**config.mk**
```make
export PLATFORM = sky130hd
export DESIGN_NAME = pulse_gen
export DESIGN_NICKNAME = d
export VERILOG_FILES = /design/src/rtl/pulse_gen.sv
export SDC_FILE = /design/constraint.sdc
export NUM_CORES = 1
export LEC_CHECK = 0
export CAP_MARGIN = 20
export CORE_AREA = 3 3 79 81
export CTS_CLUSTER_DIAMETER = 200
export DETAILED_ROUTE_END_ITERATION = 7
export DIE_AREA = 0 0 82 84
export HOLD_SLACK_MARGIN = 0.03
export PLACE_DENSITY = 0.66
export SLEW_MARGIN = 20
export SYNTH_ARGS = -nofsm -noshare
export SYNTH_HDL_FRONTEND = slang
export SYNTH_SLANG_ARGS = --single-unit
```
**constraint.sdc**
```tcl
create_clock -name clk -period 3.4 [get_ports clk]
set_clock_uncertainty 0.1 [all_clocks]
set_input_delay 0.68 -clock clk [delete_from_list [all_inputs] [get_ports clk]]
set_output_delay 0.68 -clock clk [all_outputs]
set_load 0.03 [all_outputs]
```
**src/rtl/pulse_gen.sv**
```systemverilog
// pulse_gen: request-driven level/pulse generator.
// A request either sets sig to a level (rise/fall) or emits a pulse of
// programmable width. Every driven transition is followed by a guard period
// of HOLD_CYCLES cycles before the block reports completion with done.
module pulse_gen #(
    parameter logic IDLE_LEVEL  = 1'b0,
    parameter int   HOLD_CYCLES = 2
) (
    input  logic        clk,
    input  logic        rst,
    input  logic        start,
    input  logic [1:0]  mode,
    input  logic [7:0]  len,
    output logic        sig,
    output logic        busy,
    output logic        done,
    output logic [15:0] edge_cnt
);

    typedef enum logic [1:0] {
        S_IDLE,
        S_ACTIVE,
        S_GUARD,
        S_NOEDGE
    } state_t;

    // Guard counter counts down to zero, so it is loaded with HOLD_CYCLES-1;
    // the first guard cycle is the one in which the final transition shows.
    localparam logic [7:0] HOLD_LOAD = 8'(HOLD_CYCLES - 1);

    state_t      state_q, state_nxt;
    logic        sig_nxt;
    logic        done_nxt;
    logic        act_lvl_q, act_lvl_nxt;   // active level of the pulse in flight
    logic        pre_q, pre_nxt;           // one-cycle pre-drop before ACTIVE
    logic [7:0]  width_q, width_nxt;       // remaining active cycles minus one
    logic [7:0]  hold_q, hold_nxt;         // remaining guard cycles minus one
    logic [7:0]  width_load;

    // len of zero behaves as one cycle; store max(len,1)-1 for a count-down.
    assign width_load = (len == 8'd0) ? 8'd0 : len - 8'd1;

    // busy reflects any non-idle state; done is a registered strobe.
    assign busy = (state_q != S_IDLE);

    // Next-state and next-output decode.
    always_comb begin
        // NOTE: every variable gets a default first so no path leaves one
        // unassigned, which would otherwise infer a latch.
        state_nxt   = state_q;
        sig_nxt     = sig;
        done_nxt    = 1'b0;
        act_lvl_nxt = act_lvl_q;
        pre_nxt     = pre_q;
        width_nxt   = width_q;
        hold_nxt    = hold_q;

        unique case (state_q)
            S_IDLE: begin
                if (start) begin
                    if (!mode[1]) begin
                        // Level request: 00 targets high, 01 targets low.
                        if (sig != ~mode[0]) begin
                            sig_nxt   = ~mode[0];
                            hold_nxt  = HOLD_LOAD;
                            state_nxt = S_GUARD;
                        end else begin
                            state_nxt = S_NOEDGE;
                        end
                    end else begin
                        // Pulse request: 10 pulses high, 11 pulses low.
                        act_lvl_nxt = ~mode[0];
                        width_nxt   = width_load;
                        state_nxt   = S_ACTIVE;
                        if (sig == ~mode[0]) begin
                            // Already at the active level: drop first so the
                            // pulse still has a visible leading edge.
                            sig_nxt = mode[0];
                            pre_nxt = 1'b1;
                        end else begin
                            sig_nxt = ~mode[0];
                            pre_nxt = 1'b0;
                        end
                    end
                end
            end

            S_ACTIVE: begin
                if (pre_q) begin
                    sig_nxt = act_lvl_q;
                    pre_nxt = 1'b0;
                end else if (width_q == 8'd0) begin
                    sig_nxt   = ~act_lvl_q;
                    hold_nxt  = HOLD_LOAD;
                    state_nxt = S_GUARD;
                end else begin
                    width_nxt = width_q - 8'd1;
                end
            end

            S_GUARD: begin
                if (hold_q == 8'd0) begin
                    done_nxt  = 1'b1;
                    state_nxt = S_IDLE;
                end else begin
                    hold_nxt = hold_q - 8'd1;
                end
            end

            S_NOEDGE: begin
                done_nxt  = 1'b1;
                state_nxt = S_IDLE;
            end

            default: begin
                state_nxt = S_IDLE;
            end
        endcase
    end

    // State, output and counter registers with synchronous reset.
    always_ff @(posedge clk) begin
        // NOTE: sequential state uses non-blocking assignments so every
        // register samples the pre-edge values of the others.
        if (rst) begin
            state_q   <= S_IDLE;
            sig       <= IDLE_LEVEL;
            done      <= 1'b0;
            edge_cnt  <= 16'd0;
            act_lvl_q <= 1'b0;
            pre_q     <= 1'b0;
            width_q   <= 8'd0;
            hold_q    <= 8'd0;
        end else begin
            state_q   <= state_nxt;
            sig       <= sig_nxt;
            done      <= done_nxt;
            act_lvl_q <= act_lvl_nxt;
            pre_q     <= pre_nxt;
            width_q   <= width_nxt;
            hold_q    <= hold_nxt;
            if (sig_nxt != sig) begin
                edge_cnt <= edge_cnt + 16'd1;
            end
        end
    end

endmodule

```
==> flow_metrics.env <==
export IMPL_cp_end_kind="flip-flop"
export IMPL_cts_tree="built"
export IMPL_portBuffers=31
export IMPL_layout_commonest_cell="dfxtp_1"
export IMPL_tightest_slew_ns=0.801
export IMPL_synthFlopType="dfxtp_1"
export IMPL_worstPathMaxFanout=29
export IMPL_cts_max_level=2
export IMPL_viasPerCell=5.72
export IMPL_hp_class="flip-flop to flip-flop"
export IMPL_outcome="completed"
export IMPL_cp_slowest_cell="o2111a_1"
export IMPL_setup_viol=0
export IMPL_critPathRequiredTime_ns=3.49
export IMPL_synth_edff_count=0
export IMPL_finalSetupTns_ns=0
export IMPL_finalHoldViolations=0
export IMPL_routed_wl_um=5230
export IMPL_cap_violations=0
export IMPL_chipWidth_um=82
export IMPL_syn_to_final_growth_pct=18.7
export IMPL_antenna_found_initial=0
export IMPL_max_stage_delay_ns=0.57
export IMPL_first_global_vias=2010
export IMPL_worstPathCellList="inv_1 > ha_1 > or4b_1 > or2_0 > o2111a_1 > nor4b_1 > mux2_2"
export IMPL_ir_worst_vdd_mv=0.240
export IMPL_ys_ff_latch=38
export IMPL_ys_async_sr_fraction=0
export IMPL_coreArea_mm2=0.00554
export IMPL_path_clk_slew_ns=0.08
export IMPL_r2r_end="edge_cnt[10]"
export IMPL_cp_top_family="simple AND/OR/NAND/NOR gates"
export IMPL_clock_tree_buffer_depth=2
export IMPL_r2r_cells=7
export IMPL_die_h_um=84
export IMPL_drc=0
export IMPL_crit_buf_inv=1
export IMPL_syn_area_mm2=0.00230
export IMPL_nNetsFinal=335
export IMPL_grt_use_total=0.161
export IMPL_rsz0062_at_grt="false"
export IMPL_drive_above_1_share=0.0570
export IMPL_avgSynthCellArea_um2=7.81
export IMPL_ant_nets=0
export IMPL_post_drt_wl_per_cell_um=13.5
export IMPL_r2r_slack_ns=0.26
export IMPL_worstSetupStartpointType="flip-flop"
export IMPL_clock_sinks=38
export IMPL_grt_pass1_wl_um=9060
export IMPL_clk_insertion_delay_late_ns=0.29
export IMPL_start_util=0.415
export IMPL_cts_setup_buffers=0
export IMPL_synth_cell_types=50
export IMPL_drv_slew=0
export IMPL_path_class="flip-flop to flip-flop"
export IMPL_vias=2218
export IMPL_antenna_cells=0
export IMPL_numCtsBuffers=5
export IMPL_firstDrtPassIters=5
export IMPL_yosysWarnings=0
export IMPL_drt_iter0_drc=67
export IMPL_holdBufCountCts=0
export IMPL_p_per_area_mw_per_mm2=496
export IMPL_hp_start="width_q[7]"
export IMPL_grt_ovfl_total=0
export IMPL_syn_inst=294
export IMPL_worstHoldPathCells=2
export IMPL_slew_headroom=0.466
export IMPL_place_ws_ns=0.254
export IMPL_synth_seq_area_share=0.331
export IMPL_setup_ws_ns=0.262
export IMPL_leakage_nw=0.916
export IMPL_r2r_start="width_q[0]"
export IMPL_ios=32
export IMPL_ctsResizeCount=0
export IMPL_dpl_hpwl_um=3690
export IMPL_layout_common_cells="dfxtp_1 (38), clkdlybuf4s50_1 (31), a21oi_1 (26), nor2_1 (25), nand2_1 (16)"
export IMPL_final_min_clock_period_ns=3.14
export IMPL_cp_data_arrival_time_ns=3.22
export IMPL_rows=27
export IMPL_syn_nets=313
export IMPL_fillers=563
export IMPL_cts_root_buf="clkbuf_8"
export IMPL_fmax_mhz=319
export IMPL_grt_max_degree=44
export IMPL_hold_path_endpoint="width_q[7]"
export IMPL_dieArea_mm2=0.00689
export IMPL_gp_congestion=0.835
export IMPL_fin_crit_sh=0.923
metrics by stage:
step / instances / total power, mW / cell area [um2] / utilization / hold WS [ns]
2_1_floorplan: 294 / 0.946 / 2300 / - / 0.345
3_3_place_gp: 381 / 1.06 / 2650 / 0.478 / 0.363
3_5_place_dp: 381 / 1.07 / 2650 / 0.478 / 0.367
4_1_cts: 388 / 1.36 / 2730 / 0.492 / 0.379
5_1_grt: 388 / 1.46 / 2730 / 0.492 / 0.414
6_report: 388 / 1.35 / 2730 / 0.492 / 0.381
worst max path at each step:
stage                    start      endpoint  slack (ns)  depth (start not counted)
floorplan           width_q[0]  edge_cnt[10]        0.65                         10
detailed placement  width_q[1]  edge_cnt[10]        0.25                          7
global placement    width_q[0]  edge_cnt[10]        0.38                          7
global route        width_q[0]  edge_cnt[10]        0.03                          7
finish              width_q[0]  edge_cnt[10]        0.26                          7
CTS                 width_q[0]  edge_cnt[10]        0.25                          7
metal layers:
metal | share of wire | GRT usage
met1 | 0.51 | 0.221
met2 | 0.44 | 0.252
met3 | 0.037 | 0.0367
met4 | 0.0069 | 0.0378
met5 | 0 | 0
Yosys cell counts, types with 8 or more instances:
cell type | number | share of area
o31ai_1 | 10 | 0.033
or3_1 | 9 | 0.025
inv_1 | 13 | 0.021
a21oi_1 | 26 | 0.057
or4_1 | 10 | 0.033
nor2b_1 | 8 | 0.022
clkbuf_1 | 15 | 0.025
nor2_1 | 25 | 0.041
nand2_1 | 16 | 0.026
nor3_1 | 10 | 0.022
o21ai_0 | 14 | 0.031
dfxtp_1 | 38 | 0.33
kinds of logic (layout without fill, tap and decap cells):
family | count (synthesis) | in the layout | share of synthesized area
DFF | 38 | 38 | 0.331
xor gates and xnor gates | 7 | 7 | 0.0267
AOI/OAI and AO/OA | 90 | 90 | 0.258
and+or+nand+nor | 117 | 117 | 0.281
muxes | 3 | 3 | 0.0147
buffers and inverters | 33 | 55 | 0.0556
adders and majority gates | 6 | 6 | 0.0327
worst reg2reg max path: stages (launching register included):
cell and delay [ns]:
dfxtp_1 0.34, inv_1 0.08, ha_1 0.20, or4b_1 0.56, or2_0 0.36, o2111a_1 0.57
nor4b_1 0.46, mux2_2 0.37
final cells by class:
type | instances | area [um2] | area share
Timing Repair Buffer | 35 | 340 | 0.125
Multi-Input combinational cell | 223 | 1410 | 0.517
Inverter | 13 | 48.8 | 0.0179
Sequential cell | 38 | 761 | 0.279
Clock inverter | 2 | 10.0 | 0.00367
Tap cell | 72 | 90.1 | 0.0330
Clock buffer | 5 | 68.8 | 0.0252
sequential cells by signal, indices dropped and copies added, names as in the netlist:
name / count
done: 1
pre_q: 1
sig: 1
width_q: 8
state_q: 2
edge_cnt: 16
hold_q: 8
act_lvl_q: 1
where the power goes:
| part | switching [mW] | internal, mW | total (mW) |
|---|---|---|---|
| Combinational | 0.308 | 0.198 | 0.506 |
| Clock | 0.154 | 0.138 | 0.291 |
| Sequential | 0.0629 | 0.492 | 0.555 |
(Power assumes the default switching activity.)
